--- src/rtl/search_unique_bit_sequence_multi.sv ---
// Sliding-window correlator: compares the last LEN demodulated bits against NUM_SEQUENCE
// candidates, reports the closest one within a Hamming threshold, then locks for lock_len bits.
module search_unique_bit_sequence_multi #(
    parameter int LEN_UNIQUE_BIT_SEQUENCE = 32,
    parameter int NUM_SEQUENCE            = 2,
    parameter int ERR_WIDTH               = 3,
    parameter int LOCK_WIDTH              = 12,
    localparam int CNT_W = $clog2(LEN_UNIQUE_BIT_SEQUENCE + 1),
    localparam int IDX_W = (NUM_SEQUENCE > 1) ? $clog2(NUM_SEQUENCE) : 1
) (
    input  logic                                            clk,
    input  logic                                            rst,
    input  logic                                            search_enable,
    input  logic                                            phy_bit,
    input  logic                                            bit_valid,
    input  logic [NUM_SEQUENCE*LEN_UNIQUE_BIT_SEQUENCE-1:0] unique_bit_sequence,
    input  logic [ERR_WIDTH-1:0]                            max_bit_error,
    input  logic [LOCK_WIDTH-1:0]                           lock_len,
    output logic                                            hit_flag,
    output logic [IDX_W-1:0]                                hit_idx,
    output logic [CNT_W-1:0]                                hit_bit_error,
    output logic [31:0]                                     hit_bit_pos,
    output logic                                            locked,
    output logic [31:0]                                     bit_count,
    output logic [1:0]                                      state_dbg
);

    localparam int LEN   = LEN_UNIQUE_BIT_SEQUENCE;
    localparam int CMP_W = (CNT_W > ERR_WIDTH) ? CNT_W : ERR_WIDTH;

    typedef enum logic [1:0] {
        ST_IDLE   = 2'd0,
        ST_SEARCH = 2'd1,
        ST_LOCKED = 2'd2
    } state_t;

    state_t                state_q, state_d;
    logic [LOCK_WIDTH-1:0] lock_cnt_q, lock_cnt_d;
    logic                  hit_d;

    logic [LEN-1:0]   window;
    logic [CNT_W-1:0] fill;
    logic             s0_valid;
    logic             s1_valid;
    logic             s1_full;
    logic [31:0]      s1_pos;
    logic [CNT_W-1:0] s1_err   [NUM_SEQUENCE];
    logic [CNT_W-1:0] err_next [NUM_SEQUENCE];

    logic             win_found;
    logic [IDX_W-1:0] win_idx;
    logic [CNT_W-1:0] win_err;
    logic             flush;
    logic             accept;
    logic [LOCK_WIDTH:0] lock_inc;

    // bit_valid is a one-cycle qualifier with no backpressure: a bit is taken on every
    // edge where bit_valid=1 and the block is out of IDLE; nothing upstream ever stalls.
    assign flush  = !search_enable || (state_q == ST_IDLE);
    assign accept = bit_valid && !flush;

    always_comb begin
        for (int k = 0; k < NUM_SEQUENCE; k++) begin
            err_next[k] = '0;
            for (int b = 0; b < LEN; b++) begin
                err_next[k] = err_next[k]
                            + CNT_W'(window[b] ^ unique_bit_sequence[k*LEN + b]);
            end
        end
    end

    // S0 shifts the window, S1 registers the per-sequence distances.
    always_ff @(posedge clk or negedge rst) begin
        if (!rst) begin
            window    <= '0;
            fill      <= '0;
            bit_count <= '0;
            s0_valid  <= 1'b0;
            s1_valid  <= 1'b0;
            s1_full   <= 1'b0;
            s1_pos    <= '0;
            for (int k = 0; k < NUM_SEQUENCE; k++) s1_err[k] <= '0;
        end else if (flush) begin
            window    <= '0;
            fill      <= '0;
            bit_count <= '0;
            s0_valid  <= 1'b0;
            s1_valid  <= 1'b0;
            s1_full   <= 1'b0;
        end else begin
            s0_valid <= accept;
            if (accept) begin
                window    <= {phy_bit, window[LEN-1:1]};
                bit_count <= bit_count + 32'd1;
                if (fill != CNT_W'(LEN)) fill <= fill + CNT_W'(1);
            end
            s1_valid <= s0_valid;
            s1_full  <= (fill == CNT_W'(LEN));
            s1_pos   <= bit_count;
            for (int k = 0; k < NUM_SEQUENCE; k++) s1_err[k] <= err_next[k];
        end
    end

    // Strict '<' keeps the lowest index on equal distances.
    always_comb begin
        win_found = 1'b0;
        win_idx   = '0;
        win_err   = '0;
        for (int k = 0; k < NUM_SEQUENCE; k++) begin
            if ((CMP_W'(s1_err[k]) <= CMP_W'(max_bit_error)) &&
                (!win_found || (s1_err[k] < win_err))) begin
                win_found = 1'b1;
                win_idx   = IDX_W'(k);
                win_err   = s1_err[k];
            end
        end
    end

    assign lock_inc = {1'b0, lock_cnt_q} + (LOCK_WIDTH+1)'(1);

    always_comb begin
        state_d    = state_q;
        lock_cnt_d = lock_cnt_q;
        hit_d      = 1'b0;
        if (!search_enable) begin
            state_d    = ST_IDLE;
            lock_cnt_d = '0;
        end else begin
            case (state_q)
                ST_IDLE: begin
                    state_d    = ST_SEARCH;
                    lock_cnt_d = '0;
                end
                ST_SEARCH: begin
                    if (s1_valid && s1_full && win_found) begin
                        hit_d = 1'b1;
                        if (lock_len != '0) state_d = ST_LOCKED;
                    end
                end
                ST_LOCKED: begin
                    // '>=' also releases the lock if lock_len is lowered mid-lock.
                    if (s1_valid) begin
                        if (lock_inc >= {1'b0, lock_len}) begin
                            state_d    = ST_SEARCH;
                            lock_cnt_d = '0;
                        end else begin
                            lock_cnt_d = lock_inc[LOCK_WIDTH-1:0];
                        end
                    end
                end
                default: begin
                    state_d    = ST_IDLE;
                    lock_cnt_d = '0;
                end
            endcase
        end
    end

    always_ff @(posedge clk or negedge rst) begin
        if (!rst) begin
            state_q       <= ST_IDLE;
            lock_cnt_q    <= '0;
            hit_flag      <= 1'b0;
            hit_idx       <= '0;
            hit_bit_error <= '0;
            hit_bit_pos   <= '0;
        end else begin
            state_q    <= state_d;
            lock_cnt_q <= lock_cnt_d;
            hit_flag   <= hit_d;
            if (hit_d) begin
                hit_idx       <= win_idx;
                hit_bit_error <= win_err;
                hit_bit_pos   <= s1_pos;
            end
        end
    end

    assign locked    = (state_q == ST_LOCKED);
    assign state_dbg = state_q;

endmodule
--- config.mk ---
export PLATFORM = sky130hd
export DESIGN_NAME = search_unique_bit_sequence_multi
export DESIGN_NICKNAME = d
export VERILOG_FILES = /design/src/rtl/search_unique_bit_sequence_multi.sv
export SDC_FILE = /design/constraint.sdc
export NUM_CORES = 1
export LEC_CHECK = 0
export CAP_MARGIN = 20
export CORE_UTILIZATION = 64
export DETAILED_ROUTE_END_ITERATION = 8
export DONT_BUFFER_PORTS = 1
export GPL_ROUTABILITY_DRIVEN = 0
export PLACE_DENSITY = 0.79
export SETUP_SLACK_MARGIN = 0.4
export SLEW_MARGIN = 20
export SYNTH_ARGS = -nofsm -noshare
export SYNTH_HDL_FRONTEND = slang
export SYNTH_SLANG_ARGS = --single-unit
--- constraint.sdc ---
create_clock -name clk -period 6.75 [get_ports clk]
set_clock_uncertainty 0.05 [all_clocks]
set_input_delay 1.6875 -clock clk [delete_from_list [all_inputs] [get_ports clk]]
set_output_delay 1.6875 -clock clk [all_outputs]
set_load 0.03 [all_outputs]
==> flow_metrics.env <==
export IMPL_outcome="finished with violations"
export IMPL_violations="design-rule violations"
export IMPL_multi_input_comb_area_sq_um=5064
export IMPL_startpoint_type="input pin"
export IMPL_cts_setup_buffers=0
export IMPL_place_area_sq_um=9892
export IMPL_place_ws_ns=0.2103
export IMPL_period_minus_slack_ns=6.115
export IMPL_maxCapViolations=0
export IMPL_slew_headroom=0.3537
export IMPL_cts_htree_levels=4
export IMPL_arrival_ns=6.32
export IMPL_antenna_found_initial=0
export IMPL_worstPathMaxFanout=2
export IMPL_tritoncts="built"
export IMPL_tightest_slew_ns=0.9694
export IMPL_end_kind="flop"
export IMPL_routed_wl_um=19220
export IMPL_io_buffer_count=0
export IMPL_cts_sinks=171
export IMPL_clockBufferDepth=2
export IMPL_layout_drive_gt1_share=0.08386
export IMPL_track_usage=0.2634
export IMPL_cts_buffers=17
export IMPL_dieArea_sq_um=15720
export IMPL_synth_edf_count=0
export IMPL_seqCellArea_sq_um=4279
export IMPL_design_area_sq_um=10490
export IMPL_yosysWarnings=0
export IMPL_drc=11
export IMPL_path_class="input pin to flop"
export IMPL_power_density_nw_per_um2=339.3
export IMPL_final_common_cell="dfrtp_1"
export IMPL_finalCritPeriodShare=0.9060
export IMPL_max_freq_mhz=163.5
export IMPL_insertion_delay_ns=0.43
export IMPL_p_leak_nw=5.225
export IMPL_std_cell_rows=44
export IMPL_synthArstFlopShare=1.000
export IMPL_pin_count=159
export IMPL_ys_types=45
export IMPL_coreArea_sq_um=14700
export IMPL_placed_cells_incl_taps=1095
export IMPL_cts_resized_gates=0
export IMPL_synthCells=935
export IMPL_ant_nets=0
export IMPL_vias_per_cell=5.637
export IMPL_fin_nets=1103
export IMPL_drtPass1Iterations=7
export IMPL_initial_core_util=0.6626
export IMPL_clk_transition_reported_paths_ns=0.07
export IMPL_die_h_um=125.4
export IMPL_synth_avg_cell_area_sq_um=10.42
export IMPL_grt_setup_unrepaired="false"
export IMPL_ys_flop_type="dfrtp_1"
export IMPL_grt_pass1_vias=6543
export IMPL_setup_slack_ns=0.6348
export IMPL_vdd_ir_drop_max_v=0.0002401
export IMPL_drtIter0Drc=350
export IMPL_vias=6347
export IMPL_ys_seq_elements=171
export IMPL_cts_root_buffer="clkbuf_16"
export IMPL_hold_violations=0
export IMPL_grt_max_degree=172
export IMPL_cts_hold_buf=0
export IMPL_fillCellCount=1060
export IMPL_grt_pass1_wl_um=32480
export IMPL_globalRouteOverflowTotal=0
export IMPL_place_hpwl_um=13650
export IMPL_wl_per_cell_um=17.07
export IMPL_slew_viol_final=0
export IMPL_fin_setup_tns_ns=0
export IMPL_synth_area_sq_um=9739
export IMPL_syn_to_final_growth_pct=7.721
export IMPL_diodes=0
export IMPL_final_cell_mix="dfrtp_1 (171), nand2_1 (141), inv_1 (79), nor2_1 (68), xor2_1 (58)"
export IMPL_finalNonFillerCells=1126
export IMPL_die_w_um=125.4
export IMPL_critical_path_required_ns=6.96
export IMPL_setup_viol=0
export IMPL_synth_seq_area_share=0.4394
export IMPL_hold_class="flop to flop"
==> final timing paths <==
path                                        start              to  slack, ns  depth (start not counted)
min                                      s0_valid        s1_valid       0.40                          1
max                        unique_bit_sequence[0]      s1_err[10]       0.63                         16
min reg2reg                              s0_valid        s1_valid       0.40                          1
max in group asynchronous                     rst       s1_err[9]       5.40                          0
min in group asynchronous                     rst  lock_cnt_q[10]       0.90                          0
max reg2reg                             window[0]      s1_err[10]       1.44                         16
==> logic make-up (layout without fill, tap and decap cells) <==
kind of cell	count (synthesis)	in the layout	synth area share
muxes	74	74	0.08081
and+or+nand+nor	295	295	0.1364
buffers and inverters	108	113	0.04304
DFF	171	171	0.4394
AOI/OAI and AO/OA	93	93	0.05511
xor gates and xnor gates	104	104	0.09353
other	1	3	0.0003850
adders and majority gates	89	89	0.1513
==> Yosys cell counts (all sizes together), types with 3 or more instances <==
library cell  number  area share
nor3               8      0.0046
a21o               4      0.0031
nand3             18      0.0093
mux2              37       0.043
nand4             10      0.0064
o21ai             47       0.024
nand2b             5      0.0032
and3               6      0.0039
nand2            142       0.055
or3               11      0.0071
fa                48       0.099
xor2              58       0.052
nor4               5      0.0039
clkbuf            25      0.0096
a21oi             21       0.011
xnor2             46       0.041
nor2b              7      0.0045
o21a               5      0.0040
inv               79       0.030
and4               6      0.0057
nor2              68       0.026
buf                4      0.0030
and2               7      0.0045
o31ai              3      0.0023
dfrtp            171        0.44
mux2i             37       0.038
o2bb2ai            4      0.0036
ha                41       0.053
==> sequential cells by signal, summed over array words and instances, names as in the netlist <==
register / cells
bit_count: 32
hit_bit_pos: 32
s1_pos: 32
window: 32
lock_cnt_q: 12
s1_err: 12
fill: 6
hit_bit_error: 6
state_dbg: 2
hit_flag: 1
hit_idx: 1
s0_valid: 1
s1_full: 1
s1_valid: 1
==> critical path, cell delays in order <==
cell and delay (ns):
xnor2_1 0.12, fa_1 0.55, inv_1 0.06, fa_1 0.55, fa_1 0.53, fa_1 0.54
inv_1 0.05, fa_1 0.50, fa_1 0.54, inv_1 0.04, ha_1 0.23, fa_2 0.37
a21o_1 0.17, a21oi_1 0.16, xor2_1 0.15, o21ai_0 0.10
==> per-stage QoR <==
step	util	hold WS [ns]	total power [W]
floorplan	-	0.3777	0.002297
global placement	0.6730	0.3795	0.002518
detailed placement	0.6730	0.3835	0.002570
CTS	0.7137	0.3975	0.003599
global route	0.7137	0.4120	0.003857
finish	0.7137	0.3952	0.003560
==> report_power, final <==
group	total, W	switching (W)	internal, W
Sequential	0.00114	0.0000662	0.00108
Combinational	0.00143	0.000810	0.000616
Clock	0.000990	0.000412	0.000578
Total	0.00356	0.00129	0.00227
==> final cells by class <==
cell class,count,area share
multi-input cells,658,0.4826
flip-flops and latches,171,0.4079
clock buffers,20,0.04448
inverters,79,0.02826
well taps,184,0.02194
clock inverters,11,0.01264
repair buffers,3,0.002147
==> layer usage <==
layer	GRT usage	routed length [um]
met1	0.3419	8401
met2	0.4348	9305
met3	0.07617	1281
met4	0.07174	232
met5	0	0
No activity file was read; power rests on OpenSTA's default activity.
